--- config.mk ---
export PLATFORM = sky130hd
export DESIGN_NAME = edge_rate_classifier
export DESIGN_NICKNAME = d
export VERILOG_FILES = /design/src/rtl/edge_rate_classifier.sv
export SDC_FILE = /design/constraint.sdc
export NUM_CORES = 1
export LEC_CHECK = 0
export BUFFER_PORTS_ARGS = -buffer_cell sky130_fd_sc_hd__buf_2
export CAP_MARGIN = 40
export CORE_MARGIN = 3
export CORE_UTILIZATION = 25
export DETAILED_ROUTE_END_ITERATION = 6
export SLEW_MARGIN = 40
export SYNTH_ARGS = -nofsm -noshare
export SYNTH_HDL_FRONTEND = slang
export SYNTH_SLANG_ARGS = --single-unit
--- constraint.sdc ---
create_clock -name clk -period 5.02 [get_ports clk]
set_input_delay 0.251 -clock clk [delete_from_list [all_inputs] [get_ports clk]]
set_output_delay 0.251 -clock clk [all_outputs]
set_load 0.005 [all_outputs]
--- src/rtl/edge_rate_classifier.sv ---
`default_nettype none
// ============================================================================
//  Module   : edge_rate_classifier
//  Purpose  : Multi-channel edge-rate meter. Each asynchronous sensor line is
//             synchronised and edge-detected. Qualifying edges are counted over
//             a shared window of WINDOW_CYCLES enabled clocks. At window end
//             each channel's count is latched and classified against two
//             runtime thresholds, and a one-cycle valid strobe follows.
//  Revision : 1.0  initial release
// ============================================================================
module edge_rate_classifier #(
    parameter int CHANNELS      = 3,
    parameter int WINDOW_CYCLES = 25_000_000,
    parameter int CNT_W         = 16,
    parameter int SYNC_STAGES   = 2,
    parameter int EDGE_MODE     = 0,
    parameter int IDLE_LEVEL    = 1
) (
    input  logic                      clk,
    input  logic                      rst,
    input  logic [CHANNELS-1:0]       sensor,
    input  logic                      en,
    input  logic                      clear,
    input  logic [CNT_W-1:0]          thr_lo,
    input  logic [CNT_W-1:0]          thr_hi,
    output logic [CHANNELS*CNT_W-1:0] count_q,
    output logic [CHANNELS*2-1:0]     code,
    output logic [CHANNELS-1:0]       sat,
    output logic                      valid
);

    localparam int                     TMR_W       = $clog2(WINDOW_CYCLES);
    localparam logic [TMR_W-1:0]       c_TMR_LAST  = TMR_W'(WINDOW_CYCLES - 1);
    localparam logic [CNT_W-1:0]       c_CNT_MAX   = {CNT_W{1'b1}};
    localparam logic                   c_IDLE      = (IDLE_LEVEL != 0);
    localparam logic [SYNC_STAGES-1:0] c_SYNC_IDLE = {SYNC_STAGES{c_IDLE}};

    // ------------------------------------------------------------------------
    // Shared window timer
    // ------------------------------------------------------------------------
    logic [TMR_W-1:0] r_tmr_q;
    logic [TMR_W-1:0] r_tmr_d;
    logic             r_valid_q;
    logic             w_win_end;

    // clear outranks the window end, so a window never closes on a clear cycle
    assign w_win_end = en && !clear && (r_tmr_q == c_TMR_LAST);

    // Timer next state: clear restarts, en advances, window end wraps to zero
    always_comb begin
        r_tmr_d = r_tmr_q;
        if (clear) begin
            r_tmr_d = '0;
        end else if (en) begin
            if (w_win_end) begin
                r_tmr_d = '0;
            end else begin
                r_tmr_d = r_tmr_q + TMR_W'(1);
            end
        end
    end

    // Timer and valid strobe registers; valid trails the window end by one cycle
    always_ff @(posedge clk or posedge rst) begin
        if (rst) begin
            r_tmr_q   <= '0;
            r_valid_q <= 1'b0;
        end else begin
            r_tmr_q   <= r_tmr_d;
            r_valid_q <= w_win_end;
        end
    end

    assign valid = r_valid_q;

    // ------------------------------------------------------------------------
    // Per-channel datapath
    // ------------------------------------------------------------------------
    for (genvar gi = 0; gi < CHANNELS; gi++) begin : g_ch
        logic [SYNC_STAGES-1:0] r_sync_q;
        logic                   r_prev_q;
        logic                   w_s;
        logic                   w_edge;
        logic                   w_at_max;
        logic [CNT_W-1:0]       r_live_q;
        logic [CNT_W-1:0]       r_live_d;
        logic [CNT_W-1:0]       w_final;
        logic                   r_satint_q;
        logic                   r_satint_d;
        logic                   w_final_sat;
        logic [1:0]             w_code;
        logic [CNT_W-1:0]       r_cnt_out_q;
        logic [1:0]             r_code_q;
        logic                   r_sat_out_q;

        // Synchroniser chain and previous sample; these track the line even
        // while counting is disabled so re-enabling never fabricates an edge
        always_ff @(posedge clk or posedge rst) begin
            if (rst) begin
                r_sync_q <= c_SYNC_IDLE;
                r_prev_q <= c_IDLE;
            end else begin
                r_sync_q <= {r_sync_q[SYNC_STAGES-2:0], sensor[gi]};
                r_prev_q <= w_s;
            end
        end

        assign w_s = r_sync_q[SYNC_STAGES-1];

        if (EDGE_MODE == 0) begin : g_fall
            assign w_edge = r_prev_q & ~w_s;
        end else if (EDGE_MODE == 1) begin : g_rise
            assign w_edge = ~r_prev_q & w_s;
        end else begin : g_both
            assign w_edge = r_prev_q ^ w_s;
        end

        // Count including this cycle's edge (saturating), the matching
        // saturation flag, its class, and the live-counter next state
        always_comb begin
            w_at_max    = (r_live_q == c_CNT_MAX);
            w_final     = r_live_q;
            if (w_edge && !w_at_max) begin
                w_final = r_live_q + CNT_W'(1);
            end
            // saturation means an edge arrived with nowhere left to count it
            w_final_sat = r_satint_q | (w_edge & w_at_max);

            if (w_final == '0) begin
                w_code = 2'd0;
            end else if (w_final <= thr_lo) begin
                w_code = 2'd1;
            end else if (w_final <= thr_hi) begin
                w_code = 2'd2;
            end else begin
                w_code = 2'd3;
            end

            r_live_d   = r_live_q;
            r_satint_d = r_satint_q;
            if (clear) begin
                r_live_d   = '0;
                r_satint_d = 1'b0;
            end else if (en) begin
                if (w_win_end) begin
                    r_live_d   = '0;
                    r_satint_d = 1'b0;
                end else begin
                    r_live_d   = w_final;
                    r_satint_d = w_final_sat;
                end
            end
        end

        // Live counter and its saturation bit
        always_ff @(posedge clk or posedge rst) begin
            if (rst) begin
                r_live_q   <= '0;
                r_satint_q <= 1'b0;
            end else begin
                r_live_q   <= r_live_d;
                r_satint_q <= r_satint_d;
            end
        end

        // Result latch: captured only when a window closes, held otherwise
        always_ff @(posedge clk or posedge rst) begin
            if (rst) begin
                r_cnt_out_q <= '0;
                r_code_q    <= 2'd0;
                r_sat_out_q <= 1'b0;
            end else if (w_win_end) begin
                r_cnt_out_q <= w_final;
                r_code_q    <= w_code;
                r_sat_out_q <= w_final_sat;
            end
        end

        assign count_q[gi*CNT_W +: CNT_W] = r_cnt_out_q;
        assign code[2*gi +: 2]            = r_code_q;
        assign sat[gi]                    = r_sat_out_q;
    end

endmodule
`default_nettype wire

==> metrics.md <==
| Metric | Value |
|---|---|
| DIE AREA | `0.0406 sq mm` |
| Clock root buffer | `sky130_fd_sc_hd__clkbuf_16` |
| IO buf count | `96` |
| Final antenna-violating net count | `0` |
| Hold EP | `r_tmr_q[6]` |
| Antenna violations before repair | `0` |
| Peak supply drop | `0.221 mV` |
| Buffer depth of the longest clock path | `2` |
| Worst hold path depth | `2` |
| Tightest slew margin relative to the limit | `44.0%` |
| Cell with the most instances after synthesis | `sky130_fd_sc_hd__nand2_1` |
| Met1 routed wirelength after detailed routing | `13800 um` |
| Residual overflow from global routing | `0` |
| Number of optimization iterations in the first detailed-route pass | `5` |
| Number of global-route vias before repair | `8066` |
| Category of the critical setup timing path | `flop to flop` |
| Aggregate negative setup slack | `0 ns` |
| Count of final setup violators | `0` |
| Adder-cell area share of the yosys netlist | `13.1%` |
| Num rows | `70` |
| Count of yosys warnings during synthesis | `0` |
| Number of setup buffers added after CTS | `0` |
| Proportion of layout cells with a drive suffix above 1 | `13.8%` |
| Global-route wire length before repair | `45800 um` |
| Synth-to-Final Area Change | `16.0%` |
| Post-detailed-placement half-perimeter wirelength | `21400 um` |
| Compound-gate portion of the synthesized area | `15.9%` |
| TritonCTS Buffers | `17` |
| Mean routed wirelength per cell | `17.0 um` |
| Commonest cells in the synthesized netlist | `sky130_fd_sc_hd__nand2_1 (191), sky130_fd_sc_hd__dfrtp_1 (134), sky130_fd_sc_hd__ha_1 (100), sky130_fd_sc_hd__o21ai_0 (65), sky130_fd_sc_hd__nor2_1 (62)` |
| Minimum period implied by the final worst setup slack | `4.01 ns` |
| Cell taking the most area after synthesis | `sky130_fd_sc_hd__dfrtp_1` |
| EDFF count, synth | `0` |
| Min-Delay Path Class | `input port to flop` |
| Worst reg2reg startpoint | `g_ch[2].r_prev_q` |
| Post-Synthesis Net Count | `1238` |
| Clock transition at the registers of the reported paths | `0.06 ns` |
| Largest fanout on the critical path | `7` |
| Inserted Diodes | `0` |
| Clock latency on the worst-skew pair | `0.43 ns` |
| Via total after detailed routing | `8471` |
| Slew Viols, Final | `0` |
| Area of the core | `0.0371 sq mm` |
| Number of remaining DRC errors | `0` |
| Met3 WL | `1950 um` |
| Unrepaired setup endpoints after global routing | `no` |
| Hold Violations, Final | `0` |
| Static leakage | `5.44 nW` |
| Detailed router's first-iteration violation count | `702` |
| Worst Setup Start Kind | `flop` |
| Async set-or-reset flop fraction in the synthesized netlist | `100%` |
| Total of max-cap violations | `0` |
| Sequential area share after synthesis | `37.6%` |
| Outcome | `finished, final reports clean` |
| Capturing element type of the critical path | `flop` |
| Top-area cell type share of the netlist area | `35.1%` |
| Ratio of total power to cell area | `241 mW/mm^2` |
| Net count, final | `1305` |
| Worst endpoint data arrival time | `4.32 ns` |
| Total Wirelength | `28700 um` |
| Combined area of all synthesized cells | `0.00955 sq mm` |
| GPL Wtd Cong | `0.866` |
| Met2 routed wirelength | `12400 um` |
| Mux share of post-synthesis cell area | `1.31%` |
| Syn avg cell area | `8.69 sq um` |
| Highest metal layer used by the detailed router | `met4` |
| Synth Area in XOR/XNOR | `3.48%` |
| Share of the cycle needed by the critical path after routing | `79.9%` |
| Leading cell types by total area after synthesis | `sky130_fd_sc_hd__dfrtp_1 (35%), sky130_fd_sc_hd__ha_1 (13%), sky130_fd_sc_hd__nand2_1 (7.5%)` |
| Hold slack final | `0.104 ns` |
| Number of primary I/O pins | `97` |
| Max Clock Freq | `0.249 GHz` |
| Final worst clock skew | `0.0105 ns` |
| Logic depth of the worst register-to-register path | `12` |
| Main combinational cell family by area after synthesis | `simple AND/OR/NAND/NOR gates` |
| Post-synthesis share of cell area spent on and, or, nand and nor gates | `23.6%` |
| Min-delay src | `clear` |
| Clock Sinks | `143` |
| Initial standard-cell utilization of the core | `25.7%` |
| Number of library cell types mapped by synthesis | `70` |
| Via density per instance | `5.03` |
| Die height | `201 um` |
| Clock tree from TritonCTS | `built` |
| GRT Util Overall | `14.1%` |
| Transition time at the pin with the least slew margin | `0.817 ns` |
| Required time at the endpoint of the critical path | `5.33 ns` |
| Number of instances in the synthesized netlist | `1099` |
| Flop and latch count out of synthesis | `143` |
| Fill cells | `3959` |
| Reg2reg setup slack | `1.01 ns` |
| Die width | `201 um` |
| Pin count of the biggest net entering global routing | `88` |
| Worst R2R End | `g_ch[2].r_code_q[0]` |
| Number of H-tree levels | `4` |
| Top flip-flop cell by instance count after synthesis | `sky130_fd_sc_hd__dfrtp_1` |
-- report_power, final --
group	switching [mW]	internal [mW]
combinational	0.125	0.0563
clock	0.569	0.755
sequential	0.00693	1.16
-- critical path, cell delays in order (launching register included) --
cell and delay (ns):
sky130_fd_sc_hd__dfstp_2 0.54, sky130_fd_sc_hd__nand2b_1 0.16, sky130_fd_sc_hd__or3_1 0.51, sky130_fd_sc_hd__nor3_1 0.49, sky130_fd_sc_hd__nand3_1 0.23, sky130_fd_sc_hd__xnor2_1 0.38
sky130_fd_sc_hd__ha_1 0.32, sky130_fd_sc_hd__and2_0 0.16, sky130_fd_sc_hd__a221o_1 0.30, sky130_fd_sc_hd__a221o_1 0.38, sky130_fd_sc_hd__o32ai_1 0.17, sky130_fd_sc_hd__a41o_1 0.21
sky130_fd_sc_hd__nor2_1 0.04
-- layer usage --
| layer | vias to the layer above | track usage (%) |
|---|---|---|
| met4 | 0 | 3.86 |
| met3 | 40 | 3.82 |
| met1 | 4083 | 20.0 |
| li1 | 4096 | - |
| met2 | 252 | 21.1 |
| met5 | - | 0 |
-- final cells by class --
cell class | instances | area [sq um] | area share (%)
well taps | 504 | 631 | 5.69
repair buffers | 104 | 551 | 4.97
clock buffers | 18 | 429 | 3.87
flip-flops and latches | 143 | 3590 | 32.4
clock inverters | 14 | 170 | 1.54
multi-input cells | 848 | 5500 | 49.7
inverters | 52 | 208 | 1.87
-- flip-flops by register name, summed over array words and instances, names as in the netlist --
register / cells
g_ch.r_sat_out_q: 3
g_ch.r_code_q: 6
g_ch.r_prev_q: 3
g_ch.r_satint_q: 3
valid: 1
g_ch.r_cnt_out_q: 48
r_tmr_q: 25
g_ch.r_sync_q: 6
g_ch.r_live_q: 48
-- kinds of logic (layout without fill, tap and decap cells) --
logic type,count (synthesis),count (layout)
AND/OR/NAND/NOR,459,459
AO/OA/AOI/OAI,239,239
flip-flops,143,143
buffers and inverters,108,188
adder cells (fa/ha/maj),100,100
XOR/XNOR,38,38
multiplexers,12,12
-- layout by cell type, fill, tap and decap left out, drive strengths merged, types with 7 or more instances in the layout --
cell / instances
a211oi: 7
a21o: 10
a21oi: 54
a22o: 23
and2: 9
and3: 14
and4: 9
buf: 100
clkbuf: 18
dfrtp: 134
dfstp: 9
ha: 100
inv: 62
mux2i: 8
nand2: 191
nand3: 50
nand4: 40
nor2: 62
nor2b: 8
nor3: 24
nor4: 15
o21ai: 84
o31ai: 12
or4: 8
xnor2: 23
xor2: 15
-- worst max path at each step --
stage                              from                      to  slack (ns)  depth (start not counted)
detailed placement  g_ch[1].r_live_q[0]     g_ch[1].r_code_q[0]        1.12                         14
finish                 g_ch[2].r_prev_q     g_ch[2].r_code_q[0]        1.01                         12
global route        g_ch[1].r_live_q[0]     g_ch[1].r_code_q[0]        0.72                         14
floorplan                           rst  g_ch[0].r_cnt_out_q[0]        0.95                          1
global placement    g_ch[1].r_live_q[0]     g_ch[1].r_code_q[0]        1.13                         14
CTS                    g_ch[2].r_prev_q     g_ch[2].r_code_q[0]        1.09                         12
-- metrics by stage --
| stage | instances | total power, mW | utilization, % | setup WS [ns] | cell area, sq um |
|---|---|---|---|---|---|
| 3_3_place_gp | 1647 | 1.36 | 28.1 | 1.13 | 10400 |
| 4_1_cts | 1683 | 2.71 | 29.8 | 1.09 | 11100 |
| 6_report | 1683 | 2.67 | 29.8 | 1.01 | 11100 |
| 3_5_place_dp | 1647 | 1.37 | 28.1 | 1.12 | 10400 |
| 5_1_grt | 1683 | 2.78 | 29.8 | 0.719 | 11100 |
| 2_1_floorplan | 1099 | 1.30 | - | 0.946 | 9550 |
-- repair_timing --
item / 4_1_cts / 5_1_grt
gates resized for setup: 0 / 0
endpoints found under the hold margin: 83 / 0
hold buffers: 4 / 0
Note: power is estimated with default switching activity, not from simulation.
